==> config.mk <==
export PLATFORM = sky130hd
export DESIGN_NAME = modinv249857s
export DESIGN_NICKNAME = d
export VERILOG_FILES = /design/src/rtl/modq249857_pkg.sv /design/src/rtl/modmul249857s.sv /design/src/rtl/modinv249857s.sv
export SDC_FILE = /design/constraint.sdc
export NUM_CORES = 2
export LEC_CHECK = 0
export ABC_AREA = 1
export BUFFER_PORTS_ARGS = -buffer_cell sky130_fd_sc_hd__buf_4
export CAP_MARGIN = 10
export CORE_UTILIZATION = 32
export DETAILED_ROUTE_END_ITERATION = 8
export PLACE_DENSITY = 0.5
export SLEW_MARGIN = 0
export SYNTH_ARGS = -nofsm -noshare
export SYNTH_HDL_FRONTEND = slang
export SYNTH_HIERARCHICAL = 1
export SYNTH_SLANG_ARGS = --single-unit
==> constraint.sdc <==
create_clock -name clk -period 35.4 [get_ports clk]
set_input_delay 7.08 -clock clk [delete_from_list [all_inputs] [get_ports clk]]
set_output_delay 7.08 -clock clk [all_outputs]
set_load 0.02 [all_outputs]
==> src/rtl/modq249857_pkg.sv <==
// Shared constants, FSM encodings and the folding helper for arithmetic modulo Q = 249857.
// The CHK state only exists when MODINV249857_CHECK_EN is defined.
package modq249857_pkg;

    localparam int Q        = 249857;
    localparam int QH       = 124928;
    localparam logic [17:0] E = 18'h3CFFF;
    localparam int W_OP     = 18;
    localparam int W_PROD   = 35;
    localparam int LAT_BASE = 98;
    localparam int LAT_CHK  = 101;

    // 2^18 mod Q, so that hi*2^18 + lo == hi*FOLD_K + lo (mod Q)
    localparam logic signed [35:0] FOLD_K = 36'sd12287;

    typedef enum logic [2:0] {
        ST_IDLE = 3'd0,
        ST_LOAD = 3'd1,
        ST_SQR  = 3'd2,
        ST_MUL  = 3'd3,
        ST_WAIT = 3'd4,
`ifdef MODINV249857_CHECK_EN
        ST_CHK  = 3'd5,
`endif
        ST_DONE = 3'd6
    } state_t;

    typedef enum logic [1:0] {
        OP_SQR = 2'd0,
        OP_MUL = 2'd1,
        OP_CHK = 2'd2
    } op_t;

    function automatic logic signed [35:0] fold18(input logic signed [35:0] z);
        return (z >>> 18) * FOLD_K + $signed({18'd0, z[17:0]});
    endfunction

endpackage

==> src/rtl/modmul249857s.sv <==
// Signed reducer: 35-bit product to [-QH, QH] mod Q; inZ sampled at edge 1, outZ valid after edge 2.
// No handshake: free-running pipeline, synchronous active-high reset.
module modmul249857s
    import modq249857_pkg::*;
(
    input  logic                       clk,
    input  logic                       rst,
    input  logic signed [W_PROD-1:0]   inZ,
    output logic signed [W_OP-1:0]     outZ
);

    localparam logic signed [19:0] Q20  = 20'(Q);
    localparam logic signed [19:0] QH20 = 20'(QH);

    logic signed [35:0] f1_d;
    logic signed [26:0] z2_d, z2_q;
    logic signed [35:0] f3_d;
    logic signed [19:0] z4_d, z4_q;

    // Two folds per stage shrink |z| from <2^34 to <2^26, then to [-86009, 348152].
    always_comb begin
        f1_d = fold18(36'(inZ));
        z2_d = 27'(fold18(f1_d));
        f3_d = fold18(36'(z2_q));
        z4_d = 20'(fold18(f3_d));
    end

    always_ff @(posedge clk) begin
        if (rst) begin
            z2_q <= '0;
            z4_q <= '0;
        end else begin
            z2_q <= z2_d;
            z4_q <= z4_d;
        end
    end

    assign outZ = 18'((z4_q > QH20) ? z4_q - Q20 : z4_q);

endmodule

==> src/rtl/modinv249857s.sv <==
// Fermat inverter outC = inA^(Q-2) mod Q; done 98 cycles after start (101 with MODINV249857_CHECK_EN).
// start is ignored while busy and on the done cycle; one reducer shared by all 32 (+1) operations.
module modinv249857s
    import modq249857_pkg::*;
(
    input  logic                    clk,
    input  logic                    rst_n,
    input  logic                    start,
    input  logic signed [W_OP-1:0]  inA,
    output logic                    busy,
    output logic                    done,
    output logic signed [W_OP-1:0]  outC,
    output logic                    err
);

`ifdef MODINV249857_CHECK_EN
    localparam state_t ST_FIN = ST_CHK;
`else
    localparam state_t ST_FIN = ST_DONE;
`endif

    state_t                 state_q;
    op_t                    op_q;
    logic signed [W_OP-1:0] acc_q;
    logic signed [W_OP-1:0] a_q;
    logic [4:0]             idx_q;
    logic                   wcnt_q;
    logic                   busy_q;
    logic                   done_q;
    logic signed [W_OP-1:0] outC_q;
`ifdef MODINV249857_CHECK_EN
    logic                   err_q;
    logic                   chk_err_q;
`endif

    logic signed [W_OP-1:0]   opnd;
    logic signed [W_PROD-1:0] prod;
    logic signed [W_OP-1:0]   red;

    // Only the issue cycle's product matters; the reducer registers it on the next edge.
    assign opnd = (state_q == ST_SQR) ? acc_q : a_q;
    assign prod = 35'(acc_q) * 35'(opnd);

    modmul249857s u_red (
        .clk  (clk),
        .rst  (~rst_n),
        .inZ  (prod),
        .outZ (red)
    );

    always_ff @(posedge clk or negedge rst_n) begin
        if (!rst_n) begin
            state_q   <= ST_IDLE;
            op_q      <= OP_SQR;
            acc_q     <= '0;
            a_q       <= '0;
            idx_q     <= 5'd16;
            wcnt_q    <= 1'b0;
            busy_q    <= 1'b0;
            done_q    <= 1'b0;
            outC_q    <= '0;
`ifdef MODINV249857_CHECK_EN
            err_q     <= 1'b0;
            chk_err_q <= 1'b0;
`endif
        end else begin
            done_q <= 1'b0;
            case (state_q)
                ST_IDLE: begin
                    if (start && !done_q) begin
                        a_q     <= inA;
                        busy_q  <= 1'b1;
                        state_q <= ST_LOAD;
                    end
                end
                ST_LOAD: begin
                    acc_q   <= a_q;
                    idx_q   <= 5'd16;
                    state_q <= ST_SQR;
                end
                ST_SQR: begin
                    op_q    <= OP_SQR;
                    wcnt_q  <= 1'b0;
                    state_q <= ST_WAIT;
                end
                ST_MUL: begin
                    op_q    <= OP_MUL;
                    wcnt_q  <= 1'b0;
                    state_q <= ST_WAIT;
                end
`ifdef MODINV249857_CHECK_EN
                ST_CHK: begin
                    op_q    <= OP_CHK;
                    wcnt_q  <= 1'b0;
                    state_q <= ST_WAIT;
                end
`endif
                ST_WAIT: begin
                    if (!wcnt_q) begin
                        wcnt_q <= 1'b1;
                    end else begin
                        case (op_q)
                            OP_SQR: begin
                                acc_q <= red;
                                if (E[idx_q]) begin
                                    state_q <= ST_MUL;
                                end else if (idx_q == 5'd0) begin
                                    state_q <= ST_FIN;
                                end else begin
                                    idx_q   <= idx_q - 5'd1;
                                    state_q <= ST_SQR;
                                end
                            end
                            OP_MUL: begin
                                acc_q <= red;
                                if (idx_q == 5'd0) begin
                                    state_q <= ST_FIN;
                                end else begin
                                    idx_q   <= idx_q - 5'd1;
                                    state_q <= ST_SQR;
                                end
                            end
`ifdef MODINV249857_CHECK_EN
                            OP_CHK: begin
                                chk_err_q <= (red != 18'sd1) && (a_q != '0);
                                state_q   <= ST_DONE;
                            end
`endif
                            default: state_q <= ST_IDLE;
                        endcase
                    end
                end
                ST_DONE: begin
                    outC_q  <= acc_q;
                    done_q  <= 1'b1;
                    busy_q  <= 1'b0;
`ifdef MODINV249857_CHECK_EN
                    err_q   <= chk_err_q;
`endif
                    state_q <= ST_IDLE;
                end
                default: state_q <= ST_IDLE;
            endcase
        end
    end

    assign busy = busy_q;
    assign done = done_q;
    assign outC = outC_q;
`ifdef MODINV249857_CHECK_EN
    assign err  = err_q;
`else
    assign err  = 1'b0;
`endif

endmodule

==> impl_metrics.yaml <==
layout:
  layout-drive-gt1-share_pct: 4.80
  fill_cells: 11700
  fin_nets: 5461
  syn_to_final_growth_pct: 6.91
  multi_input_area_mm2: 0.0280
  ff_latch_area_mm2: 0.00259
  diodes: 0
floorplanning:
  pin_count: 42
  rows: 121
  initial_core_util_pct: 32.5
  die-area_mm2: 0.112
  coreArea_mm2: 0.109
  die_h_um: 335
  chipWidth_um: 335
logic_synthesis:
  synthArstFlopShare_pct: 58.4
  synth_warnings: 6
  synth-main-ff-cell: "dfrtp_1"
  yosysTopAreaCellShare_pct: 37.1
  ys_seq_area_share_pct: 7.30
  synth-compound-area-share_pct: 7.72
  muxShareOfSynthArea_pct: 0
  yosys-top-cells-area: "fa_1 (37%), ha_1 (15%), inv_1 (13%)"
  ys_types: 64
  yosys.area_share.simple_pct: 15.0
  ys_ff_latch: 113
  synth_area_mm2: 0.0355
  synth_nets: 5462
  synth.most_common_cell: "inv_1"
  synth_xor_area_share_pct: 3.46
  syn_avg_cell_area_um2: 8.18
  synthCells: 4343
  synthAdderAreaFrac_pct: 52.6
  synthTopCellsByCount: "inv_1 (1192), nand2_1 (660), fa_1 (658)"
  synth_edf_count: 0
  synth_top_family_by_area: "adder cells"
  synth.largest_area_cell: "fa_1"
sta:
  setup_tns_ns: 0
  max_slew_margin_pct: 34.6
  min_period_ns: 17.99
  rsz0062_at_grt: "false"
  drv_slew: 0
  setup_viol: 0
  holdWs_ns: 0.483
  fmax_ghz: 0.0556
  tightest_slew_ns: 0.981
  skew_ns: 0.0238
  finalHoldViolCount: 0
  min_period_over_period_pct: 50.8
hold_path:
  hold_path.class: "flip-flop to flip-flop"
  holdPathEnd: "outC[13]"
  hold_depth: 2
  hp-start: "outC[13]"
clocking:
  cts_root_buf: "clkbuf_16"
  cts_tree: "yes"
  clk_pin_slew_ns: 0.06
  hold_buffers: 0
  clk_latency_ns: 0.47
  htree_levels: 4
  cts_setup_buffers: 0
  cts_buffer_depth: 2
  cts.sinks: 113
  cts_buffers: 17
  cts-resized-gates: 0
setup_path:
  worstSetupPathType: "flip-flop to flip-flop"
  r2r-end: "u_red/z2_q[22]"
  critPathCaptureType: "flip-flop"
  crit_path_top_delay_cell: "fa_1"
  reg2reg_from: "acc_q[3]"
  cp_common_cell: "fa_1"
  reg2reg_depth: 64
  critPathLaunchType: "flip-flop"
  cp_data_required_time_ns: 35.76
  rrSetupSlack_ns: 17.41
  critPathMaxFanout: 51
  critPathMaxStageDelay_ns: 0.69
  cp_data_arrival_time_ns: 18.34
place:
  gp_congestion: 0.923
  io_buffers: 40
  hpwl_um: 82600
status:
  status: "finished clean"
drt:
  wl_per_cell_um: 16.0
  first_iter_violations: 1337
  avgViaCountPerCell: 4.53
  num_vias: 26400
  wirelength_um: 93300
  drt-pass1-iter-count: 5
  final_antenna_net_count: 0
  drc: 0
grt:
  antenna_found_initial: 0
  grt_first_pass_wirelength_um: 153000
  grt_max_degree: 52
  grt_usage_pct: 17.4
  overflow: 0
  grt_pass1_vias: 27200
flow_run:
  cap_violations: 0
area by class of cell:
type,instances,area share (%)
Clock inverter,12,0.474
Tap cell,1476,4.86
Inverter,1216,12.0
Clock buffer,20,1.18
Sequential cell,113,6.83
Timing Repair Buffer,50,0.988
Multi-Input combinational cell,2944,73.6
worst max path at each step:
stage,from,endpoint,slack [ns],cells after the start
after global routing,state_q[2],u_red/z2_q[23],16.08,70
after detailed placement,acc_q[3],u_red/z2_q[23],17.32,64
after global placement,state_q[2],u_red/z2_q[25],17.36,73
final,acc_q[3],u_red/z2_q[22],17.41,64
after floorplan,state_q[2],u_red/z2_q[22],19.11,72
after CTS,state_q[2],u_red/z2_q[23],17.24,70
state kept, by name, indices dropped and copies added (netlist names):
name        flops
op_q            1
state_q         3
wcnt_q          1
idx_q           5
outC           18
a_q            18
busy            1
done            1
acc_q          18
u_red/z4_q     20
u_red/z2_q     27
layout by cell type (no fill, tap or decap), drive strengths merged, types with 13 or more instances in the layout:
master	Yosys	layout
nor3	20	20
a21oi	207	207
nand3	108	108
buf	32	50
nand2	705	705
fa	658	658
a21o	25	25
dfxtp	47	47
o21bai	29	29
xor2	84	84
ha	440	440
dfrtp	65	65
o21ai	140	140
nand4	31	31
clkbuf	38	20
o211ai	20	20
xnor2	53	53
inv	1207	1210
clkinv	9	13
o21a	17	17
nor2	356	356
worst max-delay path, delay by kind of cell (launching register included):
kind | cells | cell delay [ns]
DFF | 1 | 0.68
AOI/OAI and AO/OA | 7 | 1.31
buffers and inverters | 14 | 2.27
adders and majority gates | 21 | 10.00
and+or+nand+nor | 20 | 3.09
xor gates and xnor gates | 2 | 0.44
per-layer routing:
layer  up-vias  wire, µm  GRT usage (%)  part of all wire (%)
met1     12900     45200           25.1                    48
met3        58      3470           1.69                   3.7
li1      13000         -              -                     -
met2       457     42800           27.9                    46
met5         -         0              0                     0
met4         0      1900           4.18                   2.0
kinds of logic (layout without fill, tap and decap cells):
| group | count (synthesis) | after routing |
|---|---|---|
| buffers and inverters | 1286 | 1298 |
| AND/OR/NAND/NOR | 1249 | 1249 |
| adder cells (fa/ha/maj) | 1098 | 1098 |
| AO/OA/AOI/OAI | 458 | 458 |
| XOR/XNOR | 138 | 138 |
| flip-flops | 113 | 113 |
| other | 1 | 1 |
per-stage QoR:
stage	utilization, %	cell area, µm²	std cells	worst slack (ns)
after global routing	34.7	38000	5831	16.08
after detailed placement	34.1	37400	5799	17.32
after CTS	34.7	38000	5831	17.24
final	34.7	38000	5831	17.41
after floorplan	-	35500	4343	19.11
after global placement	34.1	37400	5799	17.36
Power is not shown: default switching activity piles up to over one toggle a cycle in this logic, so the estimate is an artifact.
